$ cat src/rtl/ex_stage_pkg.sv
// Shared widths, stall encoding, HI/LO function codes and divider state type
// used by the execute stage and its iterative divider.
package ex_stage_pkg;
    localparam int ID_TO_EX_WD  = 164;
    localparam int EX_TO_MEM_WD = 81;
    localparam int STALL_W      = 6;

    localparam logic STOP    = 1'b1;
    localparam logic NO_STOP = 1'b0;

    localparam logic [5:0] FN_MFHI  = 6'h10;
    localparam logic [5:0] FN_MTHI  = 6'h11;
    localparam logic [5:0] FN_MFLO  = 6'h12;
    localparam logic [5:0] FN_MTLO  = 6'h13;
    localparam logic [5:0] FN_MULT  = 6'h18;
    localparam logic [5:0] FN_MULTU = 6'h19;
    localparam logic [5:0] FN_DIV   = 6'h1A;
    localparam logic [5:0] FN_DIVU  = 6'h1B;

    typedef enum logic [1:0] {
        DIV_IDLE,
        DIV_BUSY,
        DIV_DONE
    } div_state_t;

    function automatic logic [31:0] sext16(input logic [15:0] v);
        return {{16{v[15]}}, v};
    endfunction

    function automatic logic [31:0] neg_if(input logic en, input logic [31:0] v);
        return en ? (~v + 32'd1) : v;
    endfunction
endpackage

$ cat src/rtl/ex_stage_div_iter.sv
// 32-step restoring divider on operand magnitudes; signs are re-applied to the
// final quotient/remainder, and a zero divisor yields all-ones / dividend.
module div_iter
    import ex_stage_pkg::*;
(
    input  logic        clk,
    input  logic        rst,
    input  logic        flush,
    input  logic        start,
    input  logic        sign_op,
    input  logic [31:0] opa,
    input  logic [31:0] opb,
    input  logic        hold,
    output logic        busy,
    output logic        done,
    output logic [31:0] quo,
    output logic [31:0] rem
);
    div_state_t  state;
    logic [4:0]  cnt;
    logic [63:0] part_p0;
    logic [31:0] dvsr_p0;
    logic [31:0] dvnd_p0;
    logic        neg_q_p0;
    logic        neg_r_p0;
    logic [32:0] trial;
    logic [63:0] part_next;

    // Shift in the next dividend bit; keep the difference only if it did not borrow.
    assign trial     = part_p0[63:31] - {1'b0, dvsr_p0};
    assign part_next = trial[32] ? {part_p0[62:0], 1'b0}
                                 : {trial[31:0], part_p0[30:0], 1'b1};

    always_ff @(posedge clk or posedge rst) begin
        if (rst) begin
            state <= DIV_IDLE;
            cnt   <= 5'd0;
        end else if (flush) begin
            state <= DIV_IDLE;
            cnt   <= 5'd0;
        end else begin
            case (state)
                DIV_IDLE: begin
                    if (start) begin
                        state <= DIV_BUSY;
                        cnt   <= 5'd0;
                    end
                end
                DIV_BUSY: begin
                    cnt <= cnt + 5'd1;
                    if (cnt == 5'd31)
                        state <= DIV_DONE;
                end
                DIV_DONE: begin
                    if (!hold)
                        state <= DIV_IDLE;
                end
                default: state <= DIV_IDLE;
            endcase
        end
    end

    // ---- p0: datapath registers, loaded on start and stepped while busy
    always_ff @(posedge clk) begin
        if (state == DIV_IDLE && start) begin
            part_p0  <= {32'd0, neg_if(sign_op & opa[31], opa)};
            dvsr_p0  <= neg_if(sign_op & opb[31], opb);
            dvnd_p0  <= opa;
            neg_q_p0 <= sign_op & (opa[31] ^ opb[31]);
            neg_r_p0 <= sign_op & opa[31];
        end else if (state == DIV_BUSY) begin
            part_p0 <= part_next;
        end
    end

    assign busy = (state == DIV_BUSY);
    assign done = (state == DIV_DONE);
    assign quo  = (dvsr_p0 == 32'd0) ? 32'hFFFF_FFFF : neg_if(neg_q_p0, part_p0[31:0]);
    assign rem  = (dvsr_p0 == 32'd0) ? dvnd_p0 : neg_if(neg_r_p0, part_p0[63:32]);
endmodule

$ cat src/rtl/ex_stage.sv
// MIPS execute stage: decode/execute register, ALU, data-SRAM request,
// result forwarding, and HI/LO with a single-cycle multiplier and iterative divider.
module ex_stage
    import ex_stage_pkg::*;
(
    input  logic                    clk,
    input  logic                    rst,
    input  logic                    flush,
    input  logic [STALL_W-1:0]      stall,
    input  logic [ID_TO_EX_WD-1:0]  id_to_ex_bus,
    output logic [EX_TO_MEM_WD-1:0] ex_to_mem_bus,
    output logic                    data_sram_en,
    output logic [3:0]              data_sram_wen,
    output logic [31:0]             data_sram_addr,
    output logic [31:0]             data_sram_wdata,
    output logic                    ex_we,
    output logic [4:0]              ex_waddr,
    output logic [31:0]             ex_wdata,
    output logic                    ex_ram_read,
    output logic                    stallreq_for_ex
);
    logic [ID_TO_EX_WD-1:0] id_ex_p0;
    logic [4:0]  mem_op;
    logic [31:0] pc;
    logic [31:0] inst;
    logic [11:0] alu_op;
    logic [2:0]  sel_src1;
    logic [3:0]  sel_src2;
    logic        ram_en;
    logic [3:0]  ram_wen;
    logic        rf_we;
    logic [4:0]  rf_waddr;
    logic        sel_rf_res;
    logic [31:0] rs_val;
    logic [31:0] rt_val;

    // ---- p0: decode/execute pipeline register; an all-zero word is a bubble
    always_ff @(posedge clk or posedge rst) begin
        if (rst)
            id_ex_p0 <= '0;
        else if (flush)
            id_ex_p0 <= '0;
        else if (stall[2] == STOP && stall[3] == NO_STOP)
            id_ex_p0 <= '0;
        else if (stall[2] == NO_STOP)
            id_ex_p0 <= id_to_ex_bus;
    end

    assign {mem_op, pc, inst, alu_op, sel_src1, sel_src2, ram_en, ram_wen,
            rf_we, rf_waddr, sel_rf_res, rs_val, rt_val} = id_ex_p0;

    logic [31:0]        src1;
    logic [31:0]        src2;
    logic signed [31:0] src1_s;
    logic signed [31:0] src2_s;
    logic [31:0]        sra_res;
    logic [31:0]        alu_res;

    assign src1 = ({32{sel_src1[0]}} & rs_val)
                | ({32{sel_src1[1]}} & pc)
                | ({32{sel_src1[2]}} & {27'd0, inst[10:6]});
    assign src2 = ({32{sel_src2[0]}} & rt_val)
                | ({32{sel_src2[1]}} & sext16(inst[15:0]))
                | ({32{sel_src2[2]}} & 32'd8)
                | ({32{sel_src2[3]}} & {16'd0, inst[15:0]});
    assign src1_s  = src1;
    assign src2_s  = src2;
    assign sra_res = src2_s >>> src1[4:0];

    assign alu_res = ({32{alu_op[11]}} & (src1 + src2))
                   | ({32{alu_op[10]}} & (src1 - src2))
                   | ({32{alu_op[9]}}  & {31'd0, src1_s < src2_s})
                   | ({32{alu_op[8]}}  & {31'd0, src1 < src2})
                   | ({32{alu_op[7]}}  & (src1 & src2))
                   | ({32{alu_op[6]}}  & ~(src1 | src2))
                   | ({32{alu_op[5]}}  & (src1 | src2))
                   | ({32{alu_op[4]}}  & (src1 ^ src2))
                   | ({32{alu_op[3]}}  & (src2 << src1[4:0]))
                   | ({32{alu_op[2]}}  & (src2 >> src1[4:0]))
                   | ({32{alu_op[1]}}  & sra_res)
                   | ({32{alu_op[0]}}  & {inst[15:0], 16'd0});

    // Store byte lanes follow the low address bits; the write data is replicated.
    always_comb begin
        data_sram_wen   = 4'b0000;
        data_sram_wdata = rt_val;
        if (ram_wen[0]) begin
            data_sram_wen = 4'b1111;
        end else if (ram_wen[1]) begin
            data_sram_wen   = alu_res[1] ? 4'b1100 : 4'b0011;
            data_sram_wdata = {2{rt_val[15:0]}};
        end else if (ram_wen[2]) begin
            data_sram_wen   = 4'b0001 << alu_res[1:0];
            data_sram_wdata = {4{rt_val[7:0]}};
        end
    end

    logic       is_special;
    logic [5:0] funct;
    logic       is_mfhi, is_mflo, is_mthi, is_mtlo, is_mult, is_div;
    logic       mult_signed, div_signed;

    assign is_special  = (inst[31:26] == 6'd0);
    assign funct       = inst[5:0];
    assign is_mfhi     = is_special && funct == FN_MFHI;
    assign is_mflo     = is_special && funct == FN_MFLO;
    assign is_mthi     = is_special && funct == FN_MTHI;
    assign is_mtlo     = is_special && funct == FN_MTLO;
    assign is_mult     = is_special && (funct == FN_MULT || funct == FN_MULTU);
    assign is_div      = is_special && (funct == FN_DIV || funct == FN_DIVU);
    assign mult_signed = (funct == FN_MULT);
    assign div_signed  = (funct == FN_DIV);

    logic signed [63:0] mul_a;
    logic signed [63:0] mul_b;
    logic signed [63:0] product;
    logic        div_busy, div_done;
    logic [31:0] div_quo, div_rem;
    logic [31:0] hi_reg, lo_reg;

    assign mul_a   = {{32{mult_signed & rs_val[31]}}, rs_val};
    assign mul_b   = {{32{mult_signed & rt_val[31]}}, rt_val};
    assign product = mul_a * mul_b;

    div_iter u_div (
        .clk     (clk),
        .rst     (rst),
        .flush   (flush),
        .start   (is_div),
        .sign_op (div_signed),
        .opa     (rs_val),
        .opb     (rt_val),
        .hold    (stall[3] == STOP),
        .busy    (div_busy),
        .done    (div_done),
        .quo     (div_quo),
        .rem     (div_rem)
    );

    always_ff @(posedge clk or posedge rst) begin
        if (rst) begin
            hi_reg <= 32'd0;
            lo_reg <= 32'd0;
        end else if (div_done) begin
            hi_reg <= div_rem;
            lo_reg <= div_quo;
        end else if (stall[3] == NO_STOP) begin
            if (is_mult)
                {hi_reg, lo_reg} <= product;
            else if (is_mthi)
                hi_reg <= rs_val;
            else if (is_mtlo)
                lo_reg <= rs_val;
        end
    end

    logic [31:0] ex_result;
    logic        we_eff;
    logic [4:0]  waddr_eff;

    assign ex_result = is_mfhi ? hi_reg : (is_mflo ? lo_reg : alu_res);
    assign we_eff    = rf_we | is_mfhi | is_mflo;
    assign waddr_eff = (is_mfhi | is_mflo) ? inst[15:11] : rf_waddr;

    assign ex_to_mem_bus   = {mem_op, pc, ram_en, ram_wen, sel_rf_res, we_eff, waddr_eff, ex_result};
    assign data_sram_en    = ram_en;
    assign data_sram_addr  = alu_res;
    assign ex_we           = we_eff;
    assign ex_waddr        = waddr_eff;
    assign ex_wdata        = ex_result;
    assign ex_ram_read     = |mem_op;
    assign stallreq_for_ex = is_div & ~div_done;

    logic unused_bits;
    assign unused_bits = ^{stall[5:4], stall[1:0], inst[25:16], ram_wen[3], div_busy};
endmodule
$ cat config.mk
export PLATFORM = sky130hd
export DESIGN_NAME = ex_stage
export DESIGN_NICKNAME = d
export VERILOG_FILES = /design/src/rtl/ex_stage_pkg.sv /design/src/rtl/ex_stage_div_iter.sv /design/src/rtl/ex_stage.sv
export SDC_FILE = /design/constraint.sdc
export NUM_CORES = 2
export LEC_CHECK = 0
export BUFFER_PORTS_ARGS = -buffer_cell sky130_fd_sc_hd__buf_2
export CORE_UTILIZATION = 48
export DETAILED_ROUTE_END_ITERATION = 16
export GPL_ROUTABILITY_DRIVEN = 0
export GPL_TIMING_DRIVEN = 1
export PLACE_DENSITY = 0.7
export REMOVE_ABC_BUFFERS = 1
export SLEW_MARGIN = 20
export SYNTH_ARGS = -nofsm -noshare
export SYNTH_HDL_FRONTEND = slang
export SYNTH_HIERARCHICAL = 1
export SYNTH_SLANG_ARGS = --single-unit
export TNS_END_PERCENT = 20
$ cat constraint.sdc
create_clock -name clk -period 11.6 [get_ports clk]
set_input_delay 0.58 -clock clk [delete_from_list [all_inputs] [get_ports clk]]
set_output_delay 0.58 -clock clk [all_outputs]
set_load 0.01 [all_outputs]
==> impl_metrics.ini <==
[global_routing]
gr-total-overflow = 0
grt_pass1_wl_mm = 362.8
grtUsageTotal_pct = 33.78
grt_max_degree = 150
antenna_found_initial = 22
grt_pass1_vias = 59450

[floorplanning]
core.rowCount = 137
initial_core_util_pct = 48.45
fp.dieArea_mm2 = 0.1427
io_pins = 363
core_area_mm2 = 0.1399
die_h_um = 377.8
die_w_um = 377.8

[yosys]
yosys.cell_count.top_type = inv_1
synthAdderAreaFrac_pct = 39.73
yosysSeqAreaShare_pct = 13.60
synth_mux_area_share_pct = 3.366
yosysWarnings = 6
synthTopCellsByArea = fa_1, dfrtp_1, inv_1
synthSimpleGateAreaFrac_pct = 14.35
synth_top_family_by_area = adder cells
synth_top_cell_by_area = fa_1
synth_edf_count = 98
avgSynthCellArea_um2 = 8.683
ys_ff_latch = 355
synth.distinct_cells = 99
synth_common_cells = inv_1, nand2_1, fa_1
synthesis.area_mm2 = 0.06777
yosys_most_used_dff = dfrtp_1
syn_inst = 7805
synth_xor_xnor_area_share_pct = 3.462
synthArstFlopShare_pct = 63.38
synth_compound_area_share_pct = 14.29
synth_top_area_share_pct = 33.32

[timing]
final-setup-viol-count = 0
worst_slew_pin_slew_ps = 1287
drv_slew = 0
period_needed_ps = 10450
worst_clock_skew_ps = 58.51
period_share_pct = 90.06
holdWs_ps = 148.8
maxSlewHeadroom_pct = 12.87
hold_viol = 0
setup_tns_ps = 0
fmax_ghz = 0.09572
rsz0062_at_grt = no

[status]
status = finished, final reports clean

[cts]
cts_made_buffers = 41
cts-root-buf = clkbuf_16
postCtsSetupRepairBufs = 0
clk_path_buf_depth = 3
worstSkewPairLatency_ps = 640
htreeDepth = 2
holdBufCountCts = 1
cts_tree = built
cts_sinks = 355
clk_pin_slew_worst_paths_ps = 90
ctsResizeCount = 0

[placed_design]
placed_cell_area_mm2 = 0.07022
io_buffers = 348
dpl.hpwl_mm = 184.1

[finish]
multi_input_area_mm2 = 0.05105
regMostFlops = id_ex_p0
final_nets = 9338
top_regs = id_ex_p0 x154, u_div/part_p0 x64
final_area_mm2 = 0.07168
drive_gt1_share_pct = 9.103
fillCellCount = 13060
area_delta_synth_final_pct = 5.773
final-seq-area_mm2 = 0.009269
largest_reg_flops = 154

[setup_path]
end_kind = flop
crit_slowest_cell = fa_1
rr_endpoint = hi_reg[30]
crit_fanout = 9
criticalPathCategory = flop to flop
crit_family = adder cells
crit_arrival_ps = 10930
crit_required_ps = 12080
critPathMostFrequentCell = fa_1
ff2ff_setup_slack_ps = 1150
crit_buf_inv = 7
r2r-start = id_ex_p0[97]
worstSetupStartpointType = flop
slowest_delay_ps = 870
r2r_cells = 30

[pwr]
p_clk_share_pct = 28.5
ir_drop_mv = 0.1397
power.switching_mw = 2.092
seq_power_share_pct = 30.0
p_int_mw = 2.841
combPwrFrac_pct = 41.5
switching_share_pct = 42.41
power.density_mw_per_mm2 = 68.82
p_leak_nw = 32.59

[detailed_routing]
ant_nets = 0
drt_iter0_drc = 8105
vias = 59150
via_per_inst = 6.157
route.detailed.drc = 0
routed_wl_mm = 242.4
drt_first_pass_iters = 11
wl_per_cell_um = 25.23

[min_path]
hold_path_end = id_ex_p0[93]
min_path_cells = 2
hp-class = input pin to flop
min_from = id_to_ex_bus[93]

[flow_run]
maxCapViolCount = 0
==> cells in the final DEF (no fill, tap or decap), types with 40 or more instances in the layout <==
| cell type | n |
|---|---|
| nand2_1 | 1133 |
| clkbuf_16 | 42 |
| mux2i_1 | 175 |
| a211oi_1 | 43 |
| o21ai_0 | 283 |
| and2_1 | 320 |
| edfxtp_1 | 98 |
| buf_2 | 348 |
| a31oi_1 | 49 |
| and3_1 | 40 |
| o21a_1 | 42 |
| nor3_1 | 62 |
| buf_4 | 120 |
| fa_1 | 1128 |
| dfrtp_2 | 44 |
| a21o_1 | 62 |
| o211ai_1 | 52 |
| ha_1 | 347 |
| nor2_1 | 315 |
| dfrtp_1 | 181 |
| xor2_1 | 131 |
| xnor2_1 | 134 |
| a22o_1 | 213 |
| inv_1 | 1283 |
| o31ai_1 | 42 |
| a21oi_1 | 319 |
| a22oi_1 | 45 |
| mux2_2 | 46 |
| nand3_1 | 66 |
==> area by class of cell <==
| type | instances | area share, % |
|---|---|---|
| tap | 1876 | 3.274 |
| multi-input combinational | 5525 | 71.22 |
| sequential | 355 | 12.93 |
| clock inverter | 22 | 0.4189 |
| clock buffer | 54 | 1.557 |
| antenna | 8 | 0.02793 |
| timing repair buffer | 472 | 3.784 |
| inverter | 1295 | 6.792 |
==> how the worst max path moves through the flow <==
stage | start | endpoint | slack [ps] | depth (start not counted)
final | id_ex_p0[97] | hi_reg[30] | 1150 | 30
after global routing | id_ex_p0[97] | hi_reg[30] | 770 | 30
after CTS | id_ex_p0[97] | hi_reg[30] | 1380 | 30
after detailed placement | id_ex_p0[97] | hi_reg[30] | 1420 | 30
after global placement | id_ex_p0[97] | hi_reg[30] | 1570 | 30
after floorplan | id_ex_p0[96] | u_div/part_p0[30] | 430 | 4
==> worst reg2reg max path: cells and delay by family, from the launching register on <==
family	cells	cell delay, ps
compound gates	5	1010
fa+ha+maj	9	4780
buf+inv	7	1130
flops	1	410
mux	1	350
simple gates	8	2630
==> power groups by stage <==
stage	logic, mW	clock network (mW)	registers [mW]
2_1_floorplan	1.18	0	1.48
3_3_place_gp	1.94	0	1.49
3_5_place_dp	1.97	0	1.50
4_1_cts	1.98	1.41	1.47
5_1_grt	2.20	1.45	1.48
6_report	2.05	1.40	1.48
==> cell families after synthesis <==
family	after synthesis
and+or+nand+nor	2145
buffers and inverters	1925
adders and majority gates	1475
AOI/OAI and AO/OA	1416
DFF	355
xor gates and xnor gates	267
muxes	222
==> routing by layer <==
metal / vias to the layer above / share of wire [%] / global-route usage (%)
met2: 4065 / 43 / 50.50
met1: 29570 / 36 / 43.42
li1: 24680 / - / -
met5: - / 0.046 / 0
met3: 827 / 14 / 10.84
met4: 16 / 6.4 / 18.09
==> metrics by stage <==
stage / cells / worst slack [ps] / utilization, % / power [mW]
floorplan: 7175 / 433.7 / - / 2.668
finish: 9607 / 1153 / 51.25 / 4.933
global route: 9601 / 768.7 / 51.24 / 5.125
detailed placement: 9522 / 1423 / 50.21 / 3.467
global placement: 9522 / 1568 / 50.20 / 3.428
CTS: 9599 / 1384 / 51.23 / 4.862
Power figures use the tool's default switching activity.
